--- src/rtl/bcrypt_outpkt_builder_pkg.sv ---
// Shared constants and types for the bcrypt output packet builder.
package bcrypt_outpkt_builder_pkg;

  localparam int OUTPKT_TYPE_MSB = 2;
  localparam int HASH_NUM_MSB    = 7;

  localparam logic [7:0] OUTPKT_VERSION      = 8'h02;
  localparam logic [7:0] PKT_TYPE_RESULT     = 8'h01;
  localparam logic [7:0] PKT_TYPE_CMP_RESULT = 8'h02;
  localparam logic [7:0] PKT_TYPE_DONE       = 8'h03;

  localparam int OUTPKT_HDR_LEN  = 4;
  localparam int OUTPKT_CSUM_LEN = 2;

  // Record type encodings as presented by the arbiter.
  localparam logic [OUTPKT_TYPE_MSB:0] OUTPKT_TYPE_RESULT      = 3'd1;
  localparam logic [OUTPKT_TYPE_MSB:0] OUTPKT_TYPE_CMP_RESULT  = 3'd2;
  localparam logic [OUTPKT_TYPE_MSB:0] OUTPKT_TYPE_PACKET_DONE = 3'd3;

  typedef enum logic [2:0] {
    ST_IDLE,
    ST_LATCH,
    ST_HEADER,
    ST_BODY,
    ST_CSUM,
    ST_ACK
  } state_t;

  typedef enum logic [1:0] {
    BODY_RESULT,
    BODY_CMP,
    BODY_DONE
  } body_kind_t;

endpackage

--- src/rtl/bcrypt_outpkt_builder_checksum.sv ---
// 32-bit wrapping accumulator of emitted 16-bit words, with inverted readout.
module outpkt_checksum (
  input  logic        clk,
  input  logic        rst,
  input  logic        clr,
  input  logic        add,
  input  logic [15:0] data,
  output logic [31:0] sum_inv
);

  logic [31:0] sum;

  assign sum_inv = ~sum;

  // Clear takes priority; otherwise accumulate zero-extended words.
  always_ff @(posedge clk or posedge rst) begin
    if (rst) begin
      sum <= '0;
    end else if (clr) begin
      sum <= '0;
    end else if (add) begin
      sum <= sum + {16'h0000, data};
    end
  end

endmodule

--- src/rtl/bcrypt_outpkt_builder.sv ---
// Serializes one arbiter output record into a header/body/checksum word frame.
module bcrypt_outpkt_builder
  import bcrypt_outpkt_builder_pkg::*;
(
  input  logic                     CLK,
  input  logic                     rst,
  input  logic [OUTPKT_TYPE_MSB:0] outpkt_type,
  input  logic [15:0]              din,
  output logic [3:0]               rd_addr,
  input  logic [15:0]              pkt_id,
  input  logic [31:0]              num_processed,
  input  logic [HASH_NUM_MSB:0]    hash_num,
  input  logic                     empty,
  output logic                     rd_en,
  output logic [15:0]              dout,
  output logic                     wr_en,
  input  logic                     full,
  output logic                     err_type,
  output logic                     busy
);

  state_t                state;
  body_kind_t            kind;
  logic [7:0]            code;
  logic [4:0]            len;
  logic [4:0]            cnt;
  logic [15:0]           id_q;
  logic [31:0]           np_q;
  logic [HASH_NUM_MSB:0] hash_q;
  logic [15:0]           word;
  logic [31:0]           csum_inv;
  logic                  csum_clr;
  logic                  csum_add;

  assign busy     = (state != ST_IDLE);
  assign csum_clr = (state == ST_LATCH);
  assign csum_add = !full && ((state == ST_HEADER) || (state == ST_BODY));

  outpkt_checksum u_csum (
    .clk     (CLK),
    .rst     (rst),
    .clr     (csum_clr),
    .add     (csum_add),
    .data    (word),
    .sum_inv (csum_inv)
  );

  // Field mux: the word that would be emitted at the next accepted edge.
  always_comb begin
    word = '0;
    case (state)
      ST_HEADER: begin
        case (cnt[1:0])
          2'd0:    word = {OUTPKT_VERSION, code};
          2'd1:    word = id_q;
          2'd2:    word = {11'b0, len};
          default: word = '0;
        endcase
      end
      ST_BODY: begin
        case (kind)
          BODY_RESULT: word = din;
          BODY_CMP: begin
            if (cnt < 5'd4)       word = din;
            else if (cnt == 5'd4) word = 16'(hash_q);
            else                  word = '0;
          end
          default: word = (cnt == 5'd0) ? np_q[15:0] : np_q[31:16];
        endcase
      end
      ST_CSUM: word = (cnt == 5'd0) ? csum_inv[15:0] : csum_inv[31:16];
      default: word = '0;
    endcase
  end

  // Frame sequencer with registered outputs; words advance only when not full.
  always_ff @(posedge CLK or posedge rst) begin
    if (rst) begin
      state    <= ST_IDLE;
      kind     <= BODY_RESULT;
      code     <= '0;
      len      <= '0;
      cnt      <= '0;
      id_q     <= '0;
      np_q     <= '0;
      hash_q   <= '0;
      rd_addr  <= '0;
      dout     <= '0;
      wr_en    <= 1'b0;
      rd_en    <= 1'b0;
      err_type <= 1'b0;
    end else begin
      wr_en <= 1'b0;
      rd_en <= 1'b0;
      case (state)
        ST_IDLE: begin
          // The ack cycle itself is skipped so a still-low empty cannot re-trigger.
          if (!empty && !rd_en) state <= ST_LATCH;
        end
        ST_LATCH: begin
          id_q    <= pkt_id;
          np_q    <= num_processed;
          hash_q  <= hash_num;
          cnt     <= '0;
          rd_addr <= '0;
          state   <= ST_HEADER;
          case (outpkt_type)
            OUTPKT_TYPE_RESULT: begin
              kind <= BODY_RESULT;
              code <= PKT_TYPE_RESULT;
              len  <= 5'd16;
            end
            OUTPKT_TYPE_CMP_RESULT: begin
              kind <= BODY_CMP;
              code <= PKT_TYPE_CMP_RESULT;
              len  <= 5'd6;
            end
            OUTPKT_TYPE_PACKET_DONE: begin
              kind <= BODY_DONE;
              code <= PKT_TYPE_DONE;
              len  <= 5'd2;
            end
            default: begin
              err_type <= 1'b1;
              state    <= ST_ACK;
            end
          endcase
        end
        ST_HEADER: begin
          if (!full) begin
            dout  <= word;
            wr_en <= 1'b1;
            if (cnt == 5'(OUTPKT_HDR_LEN - 1)) begin
              cnt   <= '0;
              state <= ST_BODY;
            end else begin
              cnt <= cnt + 5'd1;
            end
          end
        end
        ST_BODY: begin
          if (!full) begin
            dout    <= word;
            wr_en   <= 1'b1;
            rd_addr <= rd_addr + 4'd1;
            if (cnt == len - 5'd1) begin
              cnt   <= '0;
              state <= ST_CSUM;
            end else begin
              cnt <= cnt + 5'd1;
            end
          end
        end
        ST_CSUM: begin
          if (!full) begin
            dout  <= word;
            wr_en <= 1'b1;
            if (cnt == 5'(OUTPKT_CSUM_LEN - 1)) begin
              cnt   <= '0;
              state <= ST_ACK;
            end else begin
              cnt <= cnt + 5'd1;
            end
          end
        end
        ST_ACK: begin
          rd_en <= 1'b1;
          state <= ST_IDLE;
        end
        default: state <= ST_IDLE;
      endcase
    end
  end

endmodule

--- config.mk ---
export PLATFORM = sky130hd
export DESIGN_NAME = bcrypt_outpkt_builder
export DESIGN_NICKNAME = d
export VERILOG_FILES = /design/src/rtl/bcrypt_outpkt_builder_pkg.sv /design/src/rtl/bcrypt_outpkt_builder_checksum.sv /design/src/rtl/bcrypt_outpkt_builder.sv
export SDC_FILE = /design/constraint.sdc
export NUM_CORES = 1
export LEC_CHECK = 0
export CORE_MARGIN = 10
export CORE_UTILIZATION = 50
export DETAILED_ROUTE_END_ITERATION = 7
export GPL_TIMING_DRIVEN = 0
export PLACE_DENSITY = 0.85
export SYNTH_ARGS = -nofsm -noshare
export SYNTH_HDL_FRONTEND = slang
export SYNTH_SLANG_ARGS = --single-unit
--- constraint.sdc ---
create_clock -name CLK -period 7.95 [get_ports CLK]
set_input_delay 1.9875 -clock CLK [delete_from_list [all_inputs] [get_ports CLK]]
set_output_delay 1.9875 -clock CLK [all_outputs]
set_load 0.02 [all_outputs]
# Yosys cells after proc, flatten, opt, wreduce, memory -nomap -nowiden
# Index checks and enable logic that the tools add are counted.
[word_totals]
memories = 0
regBits = 134
mem_bits_rw = 0
inputBits = 79
romBits = 0
latch_bits = 0
output_inout_bits = 24
[op_classes]
multipliers = 0
n_div = 0
bitwise_logic = 3
add_sub_neg = 4
n_eq_ne = 22
n_mux = 33
shift = 0
reduce_logical = 23
magnitude_cmp = 1
[op_table]
columns = ["cell", "n"]
rows = [
  ["16-bit case mux with 3 select lines", 2],
  ["32-bit 2-to-1 mux", 2],
  ["16-bit 2-to-1 mux", 3],
  ["32-bit by 16-bit adder with 32-bit output", 1],
  ["32-bit inverter", 1],
  ["16-bit case mux with 2 select lines", 1],
  ["5-bit 2-to-1 mux", 6],
  ["3-bit 2-to-1 mux", 8],
  ["8-bit case mux with 3 select lines", 1],
  ["5-bit case mux with 4 select lines", 1],
  ["3-bit case mux with 5 select lines", 1],
  ["5-bit case mux with 3 select lines", 1],
  ["3-bit by 2-bit equality test with 1-bit output (second input constant)", 4],
  ["2-bit inequality test (second input constant)", 5],
  ["8-bit 2-to-1 mux", 1],
  ["4-bit case mux with 2 select lines", 1],
  ["2-bit AND reduction", 4],
  ["7-bit AND reduction", 1],
  ["3-bit by 1-bit equality test with 1-bit output (second input constant)", 2],
  ["3-bit equality test (second input constant)", 2],
  ["2-bit case mux with 3 select lines", 1],
  ["3-bit nonzero test", 2],
  ["3-bit OR reduction", 2],
  ["5-bit by 1-bit adder with 5-bit output (second input constant)", 1],
  ["other kinds (22)", 32],
]

# Depth between registers and ports, before layout
# Gate-level depths: netlist (run 1).
[logic_depth]
ltp_word = 8
ltp_mapped = 18
ltp_nobuf = 15

# By module
# A second synthesis (run 1) with hierarchy kept.
[unflattened]
cells_unflattened = 855
hier_area_um2 = 7632.3
[modules_own_cells]
columns = ["module", "seq_area_each_um2", "area_per_inst_um2", "instances", "cells_per_inst"]
rows = [
  ["bcrypt_outpkt_builder", 2302.2, 4966.0, 1, 534],
  ["outpkt_checksum", 800.8, 2666.3, 1, 321],
]

# Worst setup path before layout (run 1)
# OpenSTA, ideal clock, no wires.
[synth_timing]
kind = "in2reg"
start = "input port din[1]"
end = "register u_csum.sum[31]"
path_stages = 10
setup_time_ns = 0.123
path_slack_ns = 3.316
t_required_ns = 7.827
n_path_buf = 0
arrival_ns = 4.511
cell_sequence = "a221oi_1 a31oi_1 a221o_1 ha_1 a211oi_2 nor4_2 o21bai_1 a221o_1 or4_4 mux2i_1"
[synth_via]
elab_chain_len = 6
[synth_rtl]
columns = ["item", "line_no", "text"]
rows = [
  ["start: declaration", "bcrypt_outpkt_builder.sv:8", "input logic [15:0] din,"],
  ["16-bit 2-to-1 mux", "bcrypt_outpkt_builder.sv:64", "if (cnt < 5'd4) word = din;"],
  ["16-bit case mux with 2 select lines *", "bcrypt_outpkt_builder.sv:61", "case (kind)"],
  ["16-bit case mux with 3 select lines *", "bcrypt_outpkt_builder.sv:51", "case (state)"],
  ["named net u_csum.data[1]", "bcrypt_outpkt_builder_checksum.sv:7", "input logic [15:0] data,"],
  ["32-bit by 16-bit adder with 32-bit output *", "bcrypt_outpkt_builder_checksum.sv:22", "sum <= sum + {16'h0000, data};"],
  ["32-bit 2-to-1 mux *", "bcrypt_outpkt_builder_checksum.sv:21", "end else if (add) begin"],
  ["32-bit 2-to-1 mux *", "bcrypt_outpkt_builder_checksum.sv:19", "end else if (clr) begin"],
  ["end signal: assignment", "bcrypt_outpkt_builder_checksum.sv:22", ""],
  ["end: declaration", "bcrypt_outpkt_builder_checksum.sv:11", "logic [31:0] sum;"],
]
# Mark *: on every way through the listed nets, which the timed path passes. The rest lies on a longest branch. The select of a mux whose other input is x is not followed.
# A chain may end at the register's enable or synchronous reset.

# Worst setup path after layout (run 1)
[layout_timing]
start = "input port din[4]"
end = "register u_csum.sum[21]"
# Same word-level chain as after synthesis.

==> results.tsv, run 1 <==
metric	value	unit
Least-Margin Pin Slew	1.05	ns
combinational share of power	45.1	%
Synthesis Warnings	0	
Pleak	4.08	nW
Hold-fix buffers, CTS	0	
cells on worst reg2reg path	15	
Unique masters post-synth	58	
routed vias	6508	
Root Buffer	clkbuf_16	
syn nets	910	
RSZ-0062 raised after global routing	false	
Hold Path Stages	1	
critical path class	input port to flop	
cell taking the most area after synthesis	dfrtp_1	
flop2flop setup slack	2.81	ns
DIE AREA	18900	sq um
gr usage total	22.6	%
Starting DRT DRC Count	660	
fmax	187	MHz
Cell Area, Placed	8170	sq um
pwr dens	373	nW/um^2
# DRC	0	
site row count	42	
vias in the first global route	6495	
final setup skew	0.0107	ns
wirelength, routed	20800	um
placed wire-length estimate	15100	um
setup TNS	0	ns
Worst slew margin	29.4	%
total number of H-tree levels	4	
first-pass GRT wire length	33600	um
CTS tree	done	
routed length per instance	18.6	um
Final Critical Period	5.35	ns
number of fill cells	1037	
clock share of power	23.4	%
crit path DAT	5.67	ns
initial antenna violation count	0	
syn_area_per_cell	8.55	sq um
most frequent cell after synthesis	nand2_1	
fraction of registers with async set/reset	100	%
Finished Core Util	65.3	%
Max Cap Viol	0	
cell internal pwr	1.87	mW
Layout Nets	1031	
Multi-input gate area	3560	sq um
#FFs+latches synth	124	
net switching power	1.40	mW
CP Capture Type	flop	
post-CTS setup buffer count	0	
maximum fanout along the worst path	6	
CP required	8.27	ns
# resized after CTS	0	
DR pass1 iterations	8	
Syn Std Cell Area	6910	sq um
worst-skew pair later-pin latency	0.43	ns
die outline height	138	um
Net Sw Frac	42.9	%
type of element launching the critical path	input port	
Fin. Hold Viols	0	
Top Ports	103	
Hold Path Class	flop to flop	
sequential fraction of design power	31.5	%
Clock Path Buffers	2	
Mapped Cells	808	
number of synthesized flops with an enable pin	0	
DRT antenna net count	0	
Slew Limit Fails	0	
Inserted Clock Buffers	17	
outcome	complete, no violations	
pin count of the biggest net entering global routing	97	
fin crit share	67.3	%
Most used DFF post-synth	dfrtp_1	
Die W	138	um
Final setup violation count	0	
FF/Latch Area	3100	sq um
Synth top cells by count	275 x nand2_1, 124 x dfrtp_1, 46 x nor2_1, 42 x o21ai_0, 37 x mux2i_1	
GRT overflow	0	
Area Growth Syn to Fin	26.8	%
largest cells by area after synthesis	dfrtp_1 45%, nand2_1 15%, mux2i_1 5.4%	
clock sinks	124	
Total Power	3.27	mW
Final Cell Area	8760	sq um
# diodes	0	
share of cells above drive strength 1	6.48	%
Worst Hold Slack	0.477	ns
share of the synthesized area in the top cell type	44.9	%
vias per std cell	5.82	
Seq/Total Area, Yosys	44.9	%
CTS clk-pin slew, worst paths	0.06	ns
Core ar.	13400	sq um
worst vdd ir	0.249	mV
Placer Congestion	0.926	
port buffer count	101	
starting density of the core	51.5	%
## routing by layer
metal,vias to the layer above,track usage [%],wire length [um]
met5,-,0,0
met4,0,9.66,546
met3,51,6.59,2010
met2,366,36.2,9920
met1,3062,27.8,8330
li1,3029,-,-
## through the flow
step           std cells  worst slack (ns)
6_report            1118              2.60
3_3_place_gp        1085             0.901
3_5_place_dp        1086              2.26
5_1_grt             1118              2.36
2_1_floorplan        808              2.66
4_1_cts             1118              2.69
## power groups by stage
stage	combinational (mW)	sequential, mW	clock (mW)
global route	1.62	1.04	0.794
floorplan	0.929	1.03	0
finish	1.47	1.03	0.766
CTS	1.45	1.02	0.765
detailed placement	1.43	1.02	0
global placement	1.39	1.02	0
## cells in the final DEF, fill, tap and decap left out, types with 7 or more instances in the layout
cell,netlist,layout
a31oi_1,14,14
buf_1,7,7
dfrtp_1,124,124
xor2_1,11,11
nand3_1,10,10
a21oi_1,27,27
clkbuf_16,0,17
nor3_1,7,7
clkbuf_1,27,27
a221oi_1,9,9
mux2i_1,37,37
a222oi_1,8,8
inv_1,18,17
nand2_1,275,275
xnor2_1,11,11
nand2b_1,7,7
buf_2,8,8
clkdlybuf4s50_1,0,101
ha_1,22,22
nor2_1,46,46
o21ai_0,42,42
## kinds of logic after synthesis
group | share of synthesized area [%]
and+or+nand+nor | 22.7
AOI/OAI and AO/OA | 15.4
DFF | 44.9
buffers and inverters | 3.59
muxes | 6.34
adders and majority gates | 4.27
xor gates and xnor gates | 2.79
## final cells by class
class                           instances  area share, %
Multi-Input combinational cell        621           40.6
Sequential cell                       124           35.4
Timing Repair Buffer                  102           11.9
Clock buffer                           18           5.02
Tap cell                              176           2.52
Buffer                                 43           1.97
Clock inverter                         14           1.66
Inverter                               20          0.915
## final timing paths
check | start | end
setup / recovery | din[4] | u_csum.sum[21]
hold / removal | err_type | err_type
setup reg to reg | cnt[0] | u_csum.sum[21]
hold reg to reg | err_type | err_type
max in group asynchronous | rst | u_csum.sum[11]
min in group asynchronous | rst | hash_q[1]
## critical path, cell delays in order
cell             delay, ns
clkdlybuf4s50_1       0.42
a221oi_1              0.35
a31oi_1               0.14
a221o_1               0.46
ha_1                  0.40
nand3_1               0.14
nor4_2                0.33
o21bai_1              0.22
a221oi_1              0.81
a31oi_1               0.17
a41o_1                0.25
## sequential cells by signal, indices dropped and copies added (netlist names)
register / cells
wr_en: 1
rd_addr: 4
state: 3
cnt: 5
kind: 2
hash_q: 8
code: 1
dout: 16
id_q: 16
u_csum.sum: 32
len: 2
err_type: 1
np_q: 32
rd_en: 1
(Power assumes the default switching activity.)
==> inputs of run 2 (changes only) <==
- PLACE_DENSITY: 0.85 -> 0.88
- clock period: 7.95 -> 4.6 ns (I/O delays scaled with it)
==> results.tsv, run 2 (synthesis results as in run 1) <==
metric	value	unit	change
placed instance count	1086		unchanged
Worst Hold Slack	0.471	ns	-0.00652 ns
outcome	finished, violations left		
Final Cell Area	8900	sq um	+1.6%
routed length per instance	19.3	um	+4.0%
Die W	138	um	unchanged
worst-skew pair later-pin latency	0.42	ns	about the same
type of element launching the critical path	flop		
Hold-fix buffers, CTS	0		unchanged
vias per std cell	6.03		+3.6%
Fin. Hold Viols	0		unchanged
starting density of the core	51.5	%	unchanged
slowest CP cell	or4_4		
metal1 wirelength	8170	um	-2.0%
# DRC	2		+2
placed wire-length estimate	15200	um	+1.2%
highest metal used	met4		
site row count	42		unchanged
Clock Path Buffers	2		unchanged
Place WS	-0.261	ns	-2.52 ns
total number of H-tree levels	4		unchanged
pwr dens	656	nW/um^2	+76%
critical path cell sequence	inv_1 -> ha_2 -> nand3_1 -> nor3_2 -> a221oi_1 -> a31oi_1 -> a221o_1 -> ha_1 -> o21ai_2 -> nor4_4 -> o21bai_2 -> a221o_1 -> or4_4 -> mux2i_1		
DR pass1 iterations	8		unchanged
Hold Path Class	flop to flop		
Layout Nets	1035		+0.39%
CP dominant cell by count	a221o_1		
routed vias	6767		+4.0%
Final setup violation count	0		unchanged
die outline height	138	um	unchanged
share of cells above drive strength 1	8.56	%	+2.1 points
gr usage total	22.9	%	+0.35 points
Starting DRT DRC Count	936		+42%
worst vdd ir	0.373	mV	+49%
DRT antenna net count	0		unchanged
Root Buffer	clkbuf_16		
pin count of the biggest net entering global routing	86		-11%
Worst slew margin	49.1	%	+20 points
port buffer count	101		unchanged
maximum fanout along the worst path	8		+2
critical path class	flop to flop		
violated checks	DRC		
vias in the first global route	6692		+3.0%
commonest non-fill, non-tap cells in the layout	275 x nand2_1, 124 x dfrtp_1, 101 x clkdlybuf4s50_1, 45 x nor2_1, 41 x o21ai_0		
crit path DAT	4.81	ns	-0.86 ns
commonest non-fill, non-tap cell in the layout	nand2_1		
CTS tree	done		
DIE AREA	18900	sq um	unchanged
final setup skew	0.0101	ns	-0.000655 ns
Cell Area, Placed	8170	sq um	unchanged
Finished Core Util	66.4	%	+1.1 points
GRT overflow	0		unchanged
Final Non-Filler Cells	1122		+0.36%
Core ar.	13400	sq um	unchanged
Area Growth Syn to Fin	28.8	%	
fin crit share	97.6	%	
CTS clk-pin slew, worst paths	0.06	ns	about the same
Inserted Clock Buffers	17		unchanged
Largest regs	np_q (32), u_csum.sum (32)		
CP peak stage delay	0.55	ns	-0.26 ns
Least-Margin Pin Slew	0.764	ns	-0.287 ns
fmax	223	MHz	
Pleak	4.14	nW	+1.6%
Top Ports	103		unchanged
CP required	4.92	ns	-3.35 ns
CP Capture Type	flop		
Max Cap Viol	0		unchanged
# diodes	0		unchanged
clock sinks	124		unchanged
Final WS setup	0.112	ns	-2.49 ns
met2 WL	10300	um	+3.9%
met3 WL	2300	um	+15%
first-pass GRT wire length	34300	um	+2.1%
Slew Limit Fails	0		unchanged
initial antenna violation count	0		unchanged
Placer Congestion	0.934		+0.86%
Final Critical Period	4.49	ns	
wirelength, routed	21700	um	+4.3%
[run 2: cell types whose count changed in the layout (fill, tap and decap cells not counted), moves of 3 or more]
cell / delta
clkinv_2: -4
inv_6: +3
ha_1: -3
clkbuf_2: +3
clkbuf_1: -4
buf_4: +8
ha_2: +3
[run 2: critical path, delay by kind of cell, from the launching register on]
| kind | cells | cell delay (ns) |
|---|---|---|
| DFF | 1 | 0.42 |
| muxes | 1 | 0.21 |
| AOI/OAI and AO/OA | 6 | 1.55 |
| adders and majority gates | 2 | 0.55 |
| and+or+nand+nor | 4 | 1.50 |
| buffers and inverters | 1 | 0.17 |
[run 2: path summary, 6_finish.rpt]
kind	cells after the start	startpoint	slack, ns	to
worst max register to register	14	cnt[0]	0.11	u_csum.sum[31]
min in group asynchronous	2	rst	1.09	kind[1]
worst min register to register	1	err_type	0.47	err_type
worst min-delay path	1	err_type	0.47	err_type
max in group asynchronous	3	rst	2.77	u_csum.sum[29]
worst max-delay path	14	cnt[0]	0.11	u_csum.sum[31]
[run 2: cell type report]
type / instances / area, sq um
Tap cell: 176 / 220
Inverter: 20 / 80.1
Multi-Input combinational cell: 621 / 3620
Buffer: 41 / 174
Timing Repair Buffer: 108 / 1080
Fill cell: 953 / 4500
Sequential cell: 124 / 3100
Clock buffer: 18 / 439
Clock inverter: 14 / 184
[run 2: routing by layer]
layer  GRT usage [%]  up-vias
li1                -     3046
met1            27.0     3156
met2            37.5      470
met3            6.19       95
met4            12.2        0
met5               0        -
[run 2: stage by stage]
stage                     setup TNS, ns  power (mW)
final                                 0        5.84
after floorplan                       0        3.38
after detailed placement          -2.18        4.25
after global placement          -190.03        4.15
after global routing            -0.0128        6.15
after CTS                             0        5.71
[run 2: power breakdown]
group	switching (mW)	internal [mW]	total [mW]	leakage [nW]
clock network	0.541	0.878	1.42	0.299
registers	0.278	1.50	1.77	1.59
logic	1.69	0.958	2.65	2.25
total	2.51	3.33	5.84	4.14
[run 2: repair_timing]
action / in CTS / in global routing
pin swaps: 1 / 4
resized for setup: 2 / 23
setup buffers: 1 / 5
endpoints found under the setup margin: 15 / 16
